[src/rtl/leaf_stream_pkg.sv]
// Shared types and width helpers for the leaf_interface <-> HLS operator stream adapter.
// Pulled in by the pack/unpack channels and the top-level run-control FSM.
package leaf_stream_pkg;

    typedef enum logic [0:0] {
        IDLE = 1'b0,
        RUN  = 1'b1
    } ctrl_state_t;

    // Operator beat width: RATIO interface words side by side
    function automatic int op_bits(input int ratio, input int payload_bits);
        return ratio * payload_bits;
    endfunction

    function automatic int lane_lo(input int lane, input int lane_bits);
        return lane * lane_bits;
    endfunction

    // Counter/index width that never collapses to zero bits when RATIO is 1
    function automatic int idx_bits(input int ratio);
        return (ratio > 1) ? $clog2(ratio) : 1;
    endfunction

endpackage

[src/rtl/leaf_pack_ch.sv]
// One interface->operator channel: gathers RATIO words into a beat, word 0 in the LSBs.
// The lane registers double as the output beat, so a beat must drain before refilling starts.
module leaf_pack_ch
    import leaf_stream_pkg::*;
#(
    parameter int PAYLOAD_BITS = 32,
    parameter int RATIO        = 2,
    localparam int OP_BITS     = op_bits(RATIO, PAYLOAD_BITS)
) (
    input  logic                    clk,
    input  logic                    ap_rst_n,
    input  logic                    flush,
    input  logic [PAYLOAD_BITS-1:0] word,
    input  logic                    word_vld,
    output logic                    word_ack,
    output logic [OP_BITS-1:0]      beat_data,
    output logic                    beat_valid,
    input  logic                    beat_ready
);

    localparam int CNT_W = idx_bits(RATIO);
    localparam logic [CNT_W-1:0] LAST_CNT = CNT_W'(RATIO - 1);

    logic [RATIO-1:0][PAYLOAD_BITS-1:0] lanes;
    logic [CNT_W-1:0]                   cnt;
    logic                               beat_vld_q;
    logic                               accept;
    logic                               consume;
    logic                               last_word;
    logic                               flush_fire;

    assign word_ack   = !beat_vld_q | beat_ready;
    assign accept     = word_vld & word_ack;
    assign consume    = beat_vld_q & beat_ready;
    assign last_word  = (cnt == LAST_CNT);
    // A flush only closes a partial beat on a cycle with no incoming word and a free slot
    assign flush_fire = flush && (cnt != '0) && !accept && (!beat_vld_q || beat_ready);

    assign beat_data  = lanes;
    assign beat_valid = beat_vld_q;

    always_ff @(posedge clk or negedge ap_rst_n) begin
        if (!ap_rst_n) begin
            lanes      <= '0;
            cnt        <= '0;
            beat_vld_q <= 1'b0;
        end else begin
            for (int i = 0; i < RATIO; i++) begin
                if (accept && (cnt == CNT_W'(i))) begin
                    lanes[i] <= word;
                end else if (flush_fire && (CNT_W'(i) >= cnt)) begin
                    lanes[i] <= '0;
                end
            end

            if (accept) begin
                cnt <= last_word ? '0 : cnt + 1'b1;
            end else if (flush_fire) begin
                cnt <= '0;
            end

            if ((accept && last_word) || flush_fire) begin
                beat_vld_q <= 1'b1;
            end else if (consume) begin
                beat_vld_q <= 1'b0;
            end
        end
    end

endmodule

[src/rtl/leaf_unpack_ch.sv]
// One operator->interface channel: splits each beat into RATIO words, LSB word first.
// The next beat is taken on the same cycle the last word is acknowledged, so streams run gap-free.
module leaf_unpack_ch
    import leaf_stream_pkg::*;
#(
    parameter int PAYLOAD_BITS = 32,
    parameter int RATIO        = 2,
    localparam int OP_BITS     = op_bits(RATIO, PAYLOAD_BITS)
) (
    input  logic                    clk,
    input  logic                    ap_rst_n,
    input  logic [OP_BITS-1:0]      beat_data,
    input  logic                    beat_valid,
    output logic                    beat_ready,
    output logic [PAYLOAD_BITS-1:0] word,
    output logic                    word_vld,
    input  logic                    word_ack
);

    localparam int IDX_W = idx_bits(RATIO);
    localparam logic [IDX_W-1:0] LAST_IDX = IDX_W'(RATIO - 1);

    logic [RATIO-1:0][PAYLOAD_BITS-1:0] beat;
    logic [IDX_W-1:0]                   idx;
    logic                               hold_valid;
    logic                               last_word;
    logic                               load;

    assign last_word  = (idx == LAST_IDX);
    assign beat_ready = !hold_valid | (word_ack & last_word);
    assign load       = beat_valid & beat_ready;
    assign word_vld   = hold_valid;

    always_comb begin
        word = '0;
        for (int i = 0; i < RATIO; i++) begin
            if (idx == IDX_W'(i)) begin
                word = beat[i];
            end
        end
    end

    always_ff @(posedge clk or negedge ap_rst_n) begin
        if (!ap_rst_n) begin
            beat       <= '0;
            idx        <= '0;
            hold_valid <= 1'b0;
        end else if (load) begin
            beat       <= beat_data;
            idx        <= '0;
            hold_valid <= 1'b1;
        end else if (hold_valid && word_ack) begin
            if (last_word) begin
                idx        <= '0;
                hold_valid <= 1'b0;
            end else begin
                idx <= idx + 1'b1;
            end
        end
    end

endmodule

[src/rtl/leaf_stream_adapter.sv]
// Glue between a leaf_interface user port and an HLS operator: N packing inputs, M unpacking
// outputs and an ap_start/ap_done run controller. Data moves regardless of the run state.
module leaf_stream_adapter
    import leaf_stream_pkg::*;
#(
    parameter int NUM_IN_PORTS  = 1,
    parameter int NUM_OUT_PORTS = 1,
    parameter int PAYLOAD_BITS  = 32,
    parameter int RATIO         = 2,
    parameter bit AUTO_RESTART  = 1'b1,
    localparam int OP_BITS      = op_bits(RATIO, PAYLOAD_BITS)
) (
    input  logic                                  clk,
    input  logic                                  ap_rst_n,
    input  logic                                  start,
    input  logic                                  flush,
    input  logic [NUM_IN_PORTS*PAYLOAD_BITS-1:0]  dout_leaf_interface2user,
    input  logic [NUM_IN_PORTS-1:0]               vld_interface2user,
    output logic [NUM_IN_PORTS-1:0]               ack_user2interface,
    output logic [NUM_OUT_PORTS*PAYLOAD_BITS-1:0] din_leaf_user2interface,
    output logic [NUM_OUT_PORTS-1:0]              vld_user2interface,
    input  logic [NUM_OUT_PORTS-1:0]              ack_interface2user,
    output logic [NUM_IN_PORTS*OP_BITS-1:0]       op_in_tdata,
    output logic [NUM_IN_PORTS-1:0]               op_in_tvalid,
    input  logic [NUM_IN_PORTS-1:0]               op_in_tready,
    input  logic [NUM_OUT_PORTS*OP_BITS-1:0]      op_out_tdata,
    input  logic [NUM_OUT_PORTS-1:0]              op_out_tvalid,
    output logic [NUM_OUT_PORTS-1:0]              op_out_tready,
    output logic                                  op_ap_start,
    input  logic                                  op_ap_done,
    output logic                                  running
);

    ctrl_state_t state;

    for (genvar i = 0; i < NUM_IN_PORTS; i++) begin : g_pack
        leaf_pack_ch #(
            .PAYLOAD_BITS (PAYLOAD_BITS),
            .RATIO        (RATIO)
        ) u_pack (
            .clk        (clk),
            .ap_rst_n   (ap_rst_n),
            .flush      (flush),
            .word       (dout_leaf_interface2user[lane_lo(i, PAYLOAD_BITS) +: PAYLOAD_BITS]),
            .word_vld   (vld_interface2user[i]),
            .word_ack   (ack_user2interface[i]),
            .beat_data  (op_in_tdata[lane_lo(i, OP_BITS) +: OP_BITS]),
            .beat_valid (op_in_tvalid[i]),
            .beat_ready (op_in_tready[i])
        );
    end

    for (genvar j = 0; j < NUM_OUT_PORTS; j++) begin : g_unpack
        leaf_unpack_ch #(
            .PAYLOAD_BITS (PAYLOAD_BITS),
            .RATIO        (RATIO)
        ) u_unpack (
            .clk        (clk),
            .ap_rst_n   (ap_rst_n),
            .beat_data  (op_out_tdata[lane_lo(j, OP_BITS) +: OP_BITS]),
            .beat_valid (op_out_tvalid[j]),
            .beat_ready (op_out_tready[j]),
            .word       (din_leaf_user2interface[lane_lo(j, PAYLOAD_BITS) +: PAYLOAD_BITS]),
            .word_vld   (vld_user2interface[j]),
            .word_ack   (ack_interface2user[j])
        );
    end

    // In RUN a done pulse either keeps the operator started or, without auto-restart, drops
    // back to IDLE even if start is still asserted.
    always_ff @(posedge clk or negedge ap_rst_n) begin
        if (!ap_rst_n) begin
            state       <= IDLE;
            op_ap_start <= 1'b0;
            running     <= 1'b0;
        end else begin
            case (state)
                IDLE: begin
                    if (start) begin
                        state       <= RUN;
                        op_ap_start <= 1'b1;
                        running     <= 1'b1;
                    end
                end
                RUN: begin
                    if (op_ap_done && !AUTO_RESTART) begin
                        state       <= IDLE;
                        op_ap_start <= 1'b0;
                        running     <= 1'b0;
                    end
                end
            endcase
        end
    end

endmodule

[config.mk]
export PLATFORM = sky130hd
export DESIGN_NAME = leaf_stream_adapter
export DESIGN_NICKNAME = d
export VERILOG_FILES = /design/src/rtl/leaf_stream_pkg.sv /design/src/rtl/leaf_pack_ch.sv /design/src/rtl/leaf_unpack_ch.sv /design/src/rtl/leaf_stream_adapter.sv
export SDC_FILE = /design/constraint.sdc
export NUM_CORES = 1
export LEC_CHECK = 0
export BUFFER_PORTS_ARGS = -buffer_cell sky130_fd_sc_hd__buf_2
export CAP_MARGIN = 0
export CELL_PAD_IN_SITES_DETAIL_PLACEMENT = 0
export CELL_PAD_IN_SITES_GLOBAL_PLACEMENT = 1
export CORE_ASPECT_RATIO = 0.8
export CORE_MARGIN = 1.5
export CORE_UTILIZATION = 30
export DETAILED_ROUTE_END_ITERATION = 10
export PLACE_DENSITY = 0.75
export SETUP_SLACK_MARGIN = 0.02
export SLEW_MARGIN = 20
export SYNTH_ARGS = -nofsm -noshare
export SYNTH_HDL_FRONTEND = slang
export SYNTH_SLANG_ARGS = --single-unit
[constraint.sdc]
create_clock -name clk -period 2.5 [get_ports clk]
set_clock_uncertainty 0.2 [all_clocks]
set_input_delay 0.125 -clock clk [delete_from_list [all_inputs] [get_ports clk]]
set_output_delay 0.125 -clock clk [all_outputs]
set_load 0.05 [all_outputs]
# Word level (Yosys, flattened, before mapping)
# Index checks and enable logic that the tools add are counted.
[word_totals] reg_bits=134 inputBits=105
[classes] addsub=2 magnitude_cmp=2 n_mux=18 bitwise=8 reduce_logical=21
[op_table] op="$mux 32" count=5
[op_table] op="$mux 1" count=13
[op_table] op="$reduce_bool 2->1" count=6
[op_table] op="$logic_and 1x1->1" count=8
[op_table] op="$and 1x1->1" count=4
[op_table] op="$reduce_and 2->1" count=2
[op_table] op="$logic_not 1->1" count=3
[op_table] op="$add 1x1->1 const B" count=2
[op_table] op="$ge 1x1->1 const A" count=2
[op_table] op="$logic_or 1x1->1" count=2
[op_table] op="$not 1->1" count=2
[op_table] op="$or 1x1->1" count=2

# Depth between registers and ports, before layout
# Gate-level depths: netlist (run 1).
[depth] depth_word=9 ltp_mapped=6

# Hierarchy
# Synthesis (run 1) repeated with hierarchy kept, for this count alone.
[hier_totals] hier_cells=519 hier_area_um2=6269.8
[modules_own_cells] mod="leaf_unpack_ch" instances=1 cells_each=365 area_each_um2=3728.6 seq_area_each_um2=1651.6
[modules_own_cells] mod="leaf_pack_ch" instances=1 cells_each=148 area_each_um2=2466.1 seq_area_each_um2=1651.6
[modules_own_cells] mod="leaf_stream_adapter" instances=1 cells_each=6 area_each_um2=75.1 seq_area_each_um2=50.0

# Worst setup path after synthesis (run 1)
# No wires, ideal clock.
[synth_path] path_kind="register to register" startpoint="register g_unpack[0].u_unpack.hold_valid" endpoint="register g_unpack[0].u_unpack.beat[0] (netlist bit)" setup_ns=0.125 arrival_ns=1.600 required_time_ns=2.175 setup_slack_ns=0.575 stages_incl_launch_ff=5 n_path_buf=1 period_less_slack_ns=1.925 cell_sequence="dfrtp_1 a21bo_4 nand2_8 buf_8 mux2_4"
[synth_between] elab_chain_cells=3
[synth_rtl] element="start: declaration" line_no="leaf_unpack_ch.sv:25" rtl="logic hold_valid;"
[synth_rtl] element="start signal: assignment" line_no="leaf_unpack_ch.sv:47" rtl="hold_valid <= 1'b0;"
[synth_rtl] element="start signal: assignment" line_no="leaf_unpack_ch.sv:51" rtl="hold_valid <= 1'b1;"
[synth_rtl] element="start signal: assignment" line_no="leaf_unpack_ch.sv:55" rtl="hold_valid <= 1'b0;"
[synth_rtl] element="$logic_not 1->1" line_no="leaf_unpack_ch.sv:30" rtl="assign beat_ready = !hold_valid | (word_ack & last_word);"
[synth_rtl] element="$or 1x1->1" line_no="leaf_unpack_ch.sv:30"
[synth_rtl] element="net op_out_tready" line_no="leaf_stream_adapter.sv:28" rtl="output logic [NUM_OUT_PORTS-1:0] op_out_tready,"
[synth_rtl] element="$and 1x1->1" line_no="leaf_unpack_ch.sv:31" rtl="assign load = beat_valid & beat_ready;"
[synth_rtl] element="end signal: assignment" line_no="leaf_unpack_ch.sv:49" rtl="beat <= beat_data;"
[synth_rtl] element="end: declaration" line_no="leaf_unpack_ch.sv:23" rtl="logic [RATIO-1:0][PAYLOAD_BITS-1:0] beat;"
# The timed path passes the listed nets, and every way through them passes these cells.
# A chain may end at the register's enable or synchronous reset.

# Worst setup path in the final report (run 1)
[layout_path] startpoint="register g_unpack[0].u_unpack.idx" endpoint="output din_leaf_user2interface[11]"
[layout_between] elab_chain_cells=1
[layout_rtl] element="start: declaration" line_no="leaf_unpack_ch.sv:24" rtl="logic [IDX_W-1:0] idx;"
[layout_rtl] element="start signal: assignment" line_no="leaf_unpack_ch.sv:57" rtl="idx <= idx + 1'b1;"
[layout_rtl] element="$mux 32" line_no="leaf_unpack_ch.sv:37" rtl="if (idx == IDX_W'(i)) begin"
[layout_rtl] element="end: declaration" line_no="leaf_stream_adapter.sv:20" rtl="output logic [NUM_OUT_PORTS*PAYLOAD_BITS-1:0] din_leaf_user2interface,"
# No other way between the ends.

==> flow_metrics.tcl, run 1 <==
set metrics [dict create \
    portBuffers 205 \
    pin_count 207 \
    drc 0 \
    power.density_mw_per_mm2 1550 \
    synthesis.nets 438 \
    met1_usage_pct 16.9 \
    gp_congestion 0.739 \
    fin_crit_ns 2.16 \
    required_ns 2.17 \
    dp.cells 777 \
    relSlewSlack_pct 40.9 \
    cts_tree "yes" \
    wl_per_cell_um 15.2 \
    drtIter0Drc 163 \
    dpl.hpwl_um 8880 \
    fmax_ghz 0.462 \
    ant_nets 0 \
    vias_per_cell 4.40 \
    worstMarginPinSlew_ns 0.883 \
    clk_pin_slew_worst_paths_ns 0.06 \
    synth_area_per_cell_um2 17.0 \
    first_pass_iters 4 \
    grt_max_degree 62 \
    crit_arrival_ns 1.84 \
    mostFrequentLayoutCells "buf_2, dfrtp_1, dlygate4sd3_1" \
    dieArea_mm2 0.0197 \
    syn_to_final_growth_pct 50.8 \
    dp_slack_ns 0.656 \
    yosys_warnings 0 \
    root_buffer "clkbuf_16" \
    hold_path_class "primary input to async pin" \
    cap_violations 0 \
    cellLeakagePower_nw 4.24 \
    clk_latency_ns 0.41 \
    finalHoldViolations 0 \
    outcome "finished clean" \
    synthCells 333 \
    holdWs_ns 0.0609 \
    grt_pass1_wl_um 22100 \
    core.rowCount 44 \
    antenna_found_initial 0 \
    fin_setup_tns_ns 0 \
    die_w_um 157 \
    timing.final.ws_setup_ns 0.337 \
    cts_buffer_depth 2 \
    rsz0062_at_grt "false" \
    cp_max_fo 34 \
    crit_type "flip-flop to output pin" \
    met2_usage_pct 24.3 \
    cts-resized-gates 0 \
    htree_levels 4 \
    setup_violations 0 \
    grt_usage_pct 14.4 \
    synth_area_leaders "dfrtp_1, mux2_4, mux2_2" \
    core_area_mm2 0.0183 \
    fill_cells 1610 \
    die_y_um 126 \
    clock_sinks 134 \
    syn_area_mm2 0.00566 \
    start_kind "flip-flop" \
    drive_gt1_share_pct 55.8 \
    grt_pass1_vias 4343 \
    dr_total_vias 4016 \
    diodes 0 \
    peakVddDrop_mv 0.794 \
    cts_buffers 17 \
    slew_violations 0 \
    yosys.area.top_type "dfrtp_1" \
    nNetsFinal 752 \
    start_util_pct 30.9 \
    ys_seq_area_share_pct 59.2 \
    ys_ff_latch 134 \
    wl_um 13900 \
    grt-busiest-layer "met2" \
    endpoint_kind "output pin" \
    fin_cells 912 \
    met3_usage_pct 5.99 \
    layout_commonest_cell "buf_2" \
    final_util_pct 46.6 \
    grt.overflow.total 0 \
    ys_types 23 \
    post-route-period-util_pct 86.5 \
    yosysTopAreaCellShare_pct 59.2 \
]
## cell families (layout without fill, tap and decap cells)
group	count (synthesis)	in the layout	share of synthesized area (%)
mux	128	128	29.4
buf+inv	23	349	3.80
simple gates	10	10	1.70
compound gates	38	38	5.86
flops	134	134	59.2
## cells in the mapped netlist, drive strengths merged
| cell | n |
|---|---|
| o211ai | 1 |
| mux2 | 128 |
| and3 | 1 |
| a22o | 32 |
| inv | 1 |
| dfrtp | 134 |
| nand3b | 1 |
| o21ai | 2 |
| nand2b | 3 |
| a21bo | 2 |
| nand2 | 3 |
| a21o | 1 |
| buf | 22 |
| or2 | 1 |
| nand3 | 1 |
## sequential cells by signal, indices dropped and copies added, names as in the netlist
name,count
g_unpack.u_unpack.idx,1
state,1
g_pack.u_pack.cnt,1
g_pack.u_pack.beat_data,64
g_unpack.u_unpack.word_vld,1
g_unpack.u_unpack.beat,64
running,1
g_pack.u_pack.beat_valid,1
## final cells by class
class	instances	area (um^2)	area share (%)
timing repair buffer	317	2160	25.3
multi-input combinational	176	2090	24.5
sequential	134	3350	39.3
clock inverter	13	174	2.04
clock buffer	18	439	5.14
inverter	1	3.75	0.0439
tap	253	317	3.71
## worst max-delay path, stage by stage (launching register included)
cell and delay, ns:
dfrtp_2 0.36, buf_4 0.42, mux2_2 0.40, buf_2 0.22
## report_power, final
part	internal (mW)	total (mW)	switching (mW)
logic	2.32	6.84	4.53
registers	3.24	3.82	0.585
clock network	1.60	2.56	0.962
## routing by layer
metal,part of all wire (%),vias to the layer above
met5,0,-
met4,0.73,0
met3,8.7,7
met2,47,191
met1,43,1966
li1,-,1852
## path summary, 6_finish.rpt
kind                                                         endpoint  depth (start not counted)                                 start  slack [ns]
max                                       din_leaf_user2interface[11]                          3  g_unpack[0].u_unpack.idx$_DFFE_PN0P_        0.34
min                        g_pack[0].u_pack.beat_data[20]$_DFFE_PN0P_                          2                              ap_rst_n        0.06
max reg2reg                      g_unpack[0].u_unpack.idx$_DFFE_PN0P_                          3  g_unpack[0].u_unpack.idx$_DFFE_PN0P_        0.64
min reg2reg                                           state$_DFF_PN0_                          1                       state$_DFF_PN0_        0.28
max in group asynchronous  g_pack[0].u_pack.beat_data[24]$_DFFE_PN0P_                          3                              ap_rst_n        1.33
min in group clk                                      state$_DFF_PN0_                          3                                 start        0.26
## through the flow
stage | total power [mW] | area [um^2]
3_5_place_dp | 10.5 | 6890
2_1_floorplan | 9.15 | 5660
4_1_cts | 13.3 | 8540
3_3_place_gp | 10.4 | 6890
5_1_grt | 13.8 | 8540
6_report | 13.2 | 8540
## repair_timing
action | in CTS | in global routing
hold buffers | 104 | 0
buffers inserted | 0 | 0
hold endpoints to repair | 268 | 0
Note: power is estimated with default switching activity, not from simulation.
==> run 2: changes to the inputs <==
--- a/config.mk
+++ b/config.mk
@@ -11,9 +11,9 @@
 export CELL_PAD_IN_SITES_GLOBAL_PLACEMENT = 1
 export CORE_ASPECT_RATIO = 0.8
 export CORE_MARGIN = 1.5
-export CORE_UTILIZATION = 30
+export CORE_UTILIZATION = 40
 export DETAILED_ROUTE_END_ITERATION = 10
-export PLACE_DENSITY = 0.75
+export PLACE_DENSITY = 0.92
 export SETUP_SLACK_MARGIN = 0.02
 export SLEW_MARGIN = 20
 export SYNTH_ARGS = -nofsm -noshare
==> constraint.sdc (replaced) <==
create_clock -name clk -period 2.1 [get_ports clk]
set_clock_uncertainty 0.2 [all_clocks]
set_input_delay 0.105 -clock clk [delete_from_list [all_inputs] [get_ports clk]]
set_output_delay 0.105 -clock clk [all_outputs]
set_load 0.05 [all_outputs]
==> flow_metrics.tcl, run 2 (same netlist as run 1, synthesis figures left out) <==
set metrics [dict create \
    cts_buffer_depth 2 \
    nNetsFinal 751 \
    cp_num_cells 3 \
    die_y_um 109 \
    grt_max_degree 51 \
    fin_crit_ns 1.96 \
    drc 0 \
    fmax_ghz 0.509 \
    endpoint_kind "output pin" \
    syn_to_final_growth_pct 49.9 \
    post-route-period-util_pct 93.5 \
    diodes 0 \
    wl_um 14400 \
    setup_violations 0 \
    dr_total_vias 4009 \
    portBuffers 205 \
    start_util_pct 41.4 \
    outcome "finished clean" \
    first_pass_iters 4 \
    wl_per_cell_um 17.1 \
    drtIter0Drc 108 \
    dieArea_mm2 0.0149 \
    crit_start "g_unpack[0].u_unpack.idx$_DFFE_PN0P_" \
    fin_setup_tns_ns 0 \
    cts_tree "yes" \
    die_w_um 136 \
    pin_count 207 \
    antenna_found_initial 0 \
    core.rowCount 38 \
    critPathSlowestCell "dfrtp_1" \
    grt_pass1_wl_um 22000 \
    vias_per_cell 4.78 \
    worstMarginPinSlew_ns 0.508 \
    start_kind "flip-flop" \
    drive_gt1_share_pct 55.6 \
    critical_path.endpoint "din_leaf_user2interface[24]" \
    grt_pass1_vias 4324 \
    htree_levels 4 \
    dpl.hpwl_um 8480 \
    root_buffer "clkbuf_16" \
    fill_cells 966 \
    clk_pin_slew_worst_paths_ns 0.06 \
    gp_congestion 0.747 \
    r2r_start "g_unpack[0].u_unpack.idx$_DFFE_PN0P_" \
    finalHoldViolations 0 \
    grt.overflow.total 0 \
    core_area_mm2 0.0137 \
    cellLeakagePower_nw 4.26 \
    dp_slack_ns 0.305 \
    relSlewSlack_pct 66.2 \
    cp_top_family "buffers and inverters" \
    timing.final.ws_setup_ns 0.137 \
    cts_buffers 17 \
    crit_arrival_ns 1.66 \
    power.density_mw_per_mm2 1870 \
    hold_path_class "primary input to async pin" \
    r2r_slack_ns 0.27 \
    peakVddDrop_mv 1.82 \
    clk_latency_ns 0.40 \
    layout_commonest_cell "buf_2" \
    rsz0062_at_grt "false" \
    mostFrequentLayoutCells "buf_2, dfrtp_1, dlygate4sd3_1" \
    cap_violations 0 \
    ant_nets 0 \
    worstPathCellList "buf_12 > mux2_2 > buf_2" \
    grt_usage_pct 19.4 \
    cp_slowest_stage_delay_ns 0.41 \
    path_buf_inv 2 \
    crit_type "flip-flop to output pin" \
    slew_violations 0 \
    required_ns 1.79 \
    r2r_end "g_unpack[0].u_unpack.beat[57]$_DFFE_PN0P_" \
    ff2ff_path_depth 4 \
    clock_sinks 134 \
    cp_max_fo 34 \
]
## run 2: cell types whose count changed in the layout (fill, tap and decap cells not counted), sizes merged
cell and change:
clkinvlp -1, buf -1, bufinv +1, clkbuf +1, inv -1
## run 2: worst register-to-register path, delay by kind of cell (launching register included)
family,cells,cell delay (ns)
mux,1,0.32
compound gates,1,0.25
simple gates,1,0.25
buf+inv,1,0.27
flops,1,0.42
## run 2: layout make-up
type	count	area, um^2	share of cell area [%]
Timing Repair Buffer	316	2180	25.7
Tap cell	180	225	2.65
Sequential cell	134	3350	39.5
Clock buffer	19	453	5.33
Clock inverter	12	176	2.08
Multi-Input combinational cell	176	2090	24.7
Inverter	1	3.75	0.0442
## run 2: repair_timing
action                                  CTS  global route
setup buffers                             0             0
resized for setup                         1             3
endpoints found under the setup margin   32            26
pin swaps                                 0             0
hold buffers                            104             0
endpoints found under the hold margin   268             0
## run 2: per-layer routing
layer  GRT usage (%)  share of wire [%]  wire, um  vias up
li1                -                  -         -     1832
met1            22.4                 42      6000     1982
met2            33.8                 49      7080      170
met3            6.27                6.9       988       25
met4            7.14                1.9       277        0
met5               0                  0         0        -
## run 2: stage by stage
| step | instances | cell area (um^2) | power [mW] | hold WS, ns | utilization, % |
|---|---|---|---|---|---|
| 3_5_place_dp | 703 | 6810 | 12.5 | -0.0899 | 49.7 |
| 6_report | 838 | 8490 | 15.9 | 0.0219 | 62.0 |
| 5_1_grt | 838 | 8490 | 16.6 | 0.0667 | 62.0 |
| 4_1_cts | 838 | 8480 | 15.9 | 0.0210 | 61.9 |
| 3_3_place_gp | 703 | 6810 | 12.3 | -0.0997 | 49.7 |
| 2_1_floorplan | 333 | 5660 | 10.9 | -0.391 | - |
## run 2: where the power goes
part / internal (mW) / leakage, nW / total, mW / switching [mW]
clock network: 2.04 / 0.305 / 3.13 / 1.08
logic: 2.79 / 2.36 / 8.20 / 5.41
registers: 3.85 / 1.60 / 4.58 / 0.728
total: 8.69 / 4.26 / 15.9 / 7.22
## run 2: how the worst min path moves through the flow
stage                        start                                    endpoint  depth (start not counted)
after floorplan           ap_rst_n   g_pack[0].u_pack.beat_data[0]$_DFFE_PN0P_                          0
after global placement    ap_rst_n  g_pack[0].u_pack.beat_data[47]$_DFFE_PN0P_                          1
after detailed placement  ap_rst_n  g_pack[0].u_pack.beat_data[12]$_DFFE_PN0P_                          1
after CTS                 ap_rst_n  g_pack[0].u_pack.beat_data[12]$_DFFE_PN0P_                          2
after global routing      ap_rst_n  g_pack[0].u_pack.beat_data[53]$_DFFE_PN0P_                          2
final                     ap_rst_n  g_pack[0].u_pack.beat_data[12]$_DFFE_PN0P_                          2
==> run 3: changes to the inputs <==
--- a/config.mk
+++ b/config.mk
@@ -13,6 +13,7 @@
 export CORE_MARGIN = 1.5
 export CORE_UTILIZATION = 40
 export DETAILED_ROUTE_END_ITERATION = 10
+export MAX_ROUTING_LAYER = met4
 export PLACE_DENSITY = 0.92
 export SETUP_SLACK_MARGIN = 0.02
 export SLEW_MARGIN = 20
==> flow_metrics.tcl, run 3 (same netlist as run 1, synthesis figures left out) <==
set metrics [dict create \
    clk_pin_slew_worst_paths_ns 0.06 \
    htree_levels 4 \
    clk_latency_ns 0.40 \
    fill_cells 966 \
    fin_setup_tns_ns 0 \
    clock_sinks 134 \
    grt_max_degree 51 \
    worstMarginPinSlew_ns 0.508 \
    cts_buffers 17 \
    relSlewSlack_pct 66.1 \
    antenna_found_initial 0 \
    outcome "finished clean" \
    nNetsFinal 751 \
    cp_max_fo 34 \
    wl_um 14300 \
    portBuffers 205 \
    ant_nets 0 \
    fin_crit_ns 1.96 \
    dp_slack_ns 0.305 \
    start_util_pct 41.4 \
    grt.overflow.total 0 \
    die_y_um 109 \
    timing.final.ws_setup_ns 0.135 \
    cap_violations 0 \
    start_kind "flip-flop" \
    register_area_mm2 0.00335 \
    finalHoldViolations 0 \
    grt_usage_pct 19.9 \
    first_pass_iters 4 \
    core.rowCount 38 \
    grt_pass1_vias 4342 \
    syn_to_final_growth_pct 49.9 \
    fmax_ghz 0.509 \
    multi_input_area_mm2 0.00209 \
    root_buffer "clkbuf_16" \
    pin_count 207 \
    core_area_mm2 0.0137 \
    hold_path_class "primary input to async pin" \
    vias_per_cell 4.79 \
    cellLeakagePower_nw 4.26 \
    dieArea_mm2 0.0149 \
    peakVddDrop_mv 1.82 \
    required_ns 1.79 \
    layout_commonest_cell "buf_2" \
    diodes 0 \
    gp_congestion 0.756 \
    wl_per_cell_um 17.1 \
    cts_tree "yes" \
    slew_violations 0 \
    drtIter0Drc 114 \
    crit_type "flip-flop to output pin" \
    crit_arrival_ns 1.66 \
    rsz0062_at_grt "false" \
    grt-busiest-layer "met2" \
    dpl.hpwl_um 8480 \
    drive_gt1_share_pct 55.6 \
    endpoint_kind "output pin" \
    dr_total_vias 4015 \
    setup_violations 0 \
    power.density_mw_per_mm2 1870 \
    grt_pass1_wl_um 22000 \
    dp.cells 703 \
    met2_usage_pct 33.8 \
    die_w_um 136 \
    mostFrequentLayoutCells "buf_2, dfrtp_1, dlygate4sd3_1" \
    post-route-period-util_pct 93.6 \
    drc 0 \
    met1_usage_pct 22.7 \
    met3_usage_pct 5.72 \
    cts_buffer_depth 2 \
    fin_cells 838 \
]
[run 3: layout make-up]
class	count	area share, %
Timing Repair Buffer	316	25.7
Clock inverter	12	2.08
Inverter	1	0.0442
Tap cell	180	2.65
Sequential cell	134	39.5
Clock buffer	19	5.33
Multi-Input combinational cell	176	24.7
[run 3: report_power, final]
part,internal (mW),switching [mW],leakage (nW)
logic,2.79,5.41,2.36
registers,3.85,0.727,1.60
clock network,2.04,1.08,0.305
[run 3: worst paths after layout]
kind,startpoint,end,slack (ns),cells past startpoint
max,g_unpack[0].u_unpack.idx$_DFFE_PN0P_,din_leaf_user2interface[24],0.14,3
min,ap_rst_n,g_pack[0].u_pack.beat_data[12]$_DFFE_PN0P_,0.02,2
max reg2reg,g_unpack[0].u_unpack.idx$_DFFE_PN0P_,g_unpack[0].u_unpack.beat[57]$_DFFE_PN0P_,0.28,4
min reg2reg,state$_DFF_PN0_,state$_DFF_PN0_,0.27,1
max in group asynchronous,ap_rst_n,g_unpack[0].u_unpack.beat[37]$_DFFE_PN0P_,1.04,3
min in group clk,start,running$_DFFE_PN0P_,0.26,3
[run 3: metal layers]
layer  up-vias  share of wire (%)
li1       1831                  -
met1      1981                 42
met2       178                 49
met3        25                6.8
met4         0                1.9
met5         -                  0
[run 3: timing repair]
| action | 4_1_cts | 5_1_grt |
|---|---|---|
| endpoints found under the hold margin | 268 | 0 |
| resized for setup | 1 | 3 |
| endpoints found under the setup margin | 32 | 26 |
| hold buffers | 104 | 0 |
| buffers inserted | 0 | 0 |
[run 3: critical path, stage by stage (launching register included)]
cell and delay [ns]:
dfrtp_1 0.41, buf_12 0.24, mux2_2 0.38, buf_2 0.22
[run 3: metrics by stage]
| stage | util [%] | hold slack [ns] | cell area (um^2) | total power [mW] |
|---|---|---|---|---|
| detailed placement | 49.7 | -0.0899 | 6810 | 12.5 |
| CTS | 61.9 | 0.0210 | 8480 | 15.9 |
| global route | 62.0 | 0.0667 | 8490 | 16.6 |
| finish | 62.0 | 0.0223 | 8490 | 15.9 |
| global placement | 49.7 | -0.0997 | 6810 | 12.3 |
| floorplan | - | -0.391 | 5660 | 10.9 |
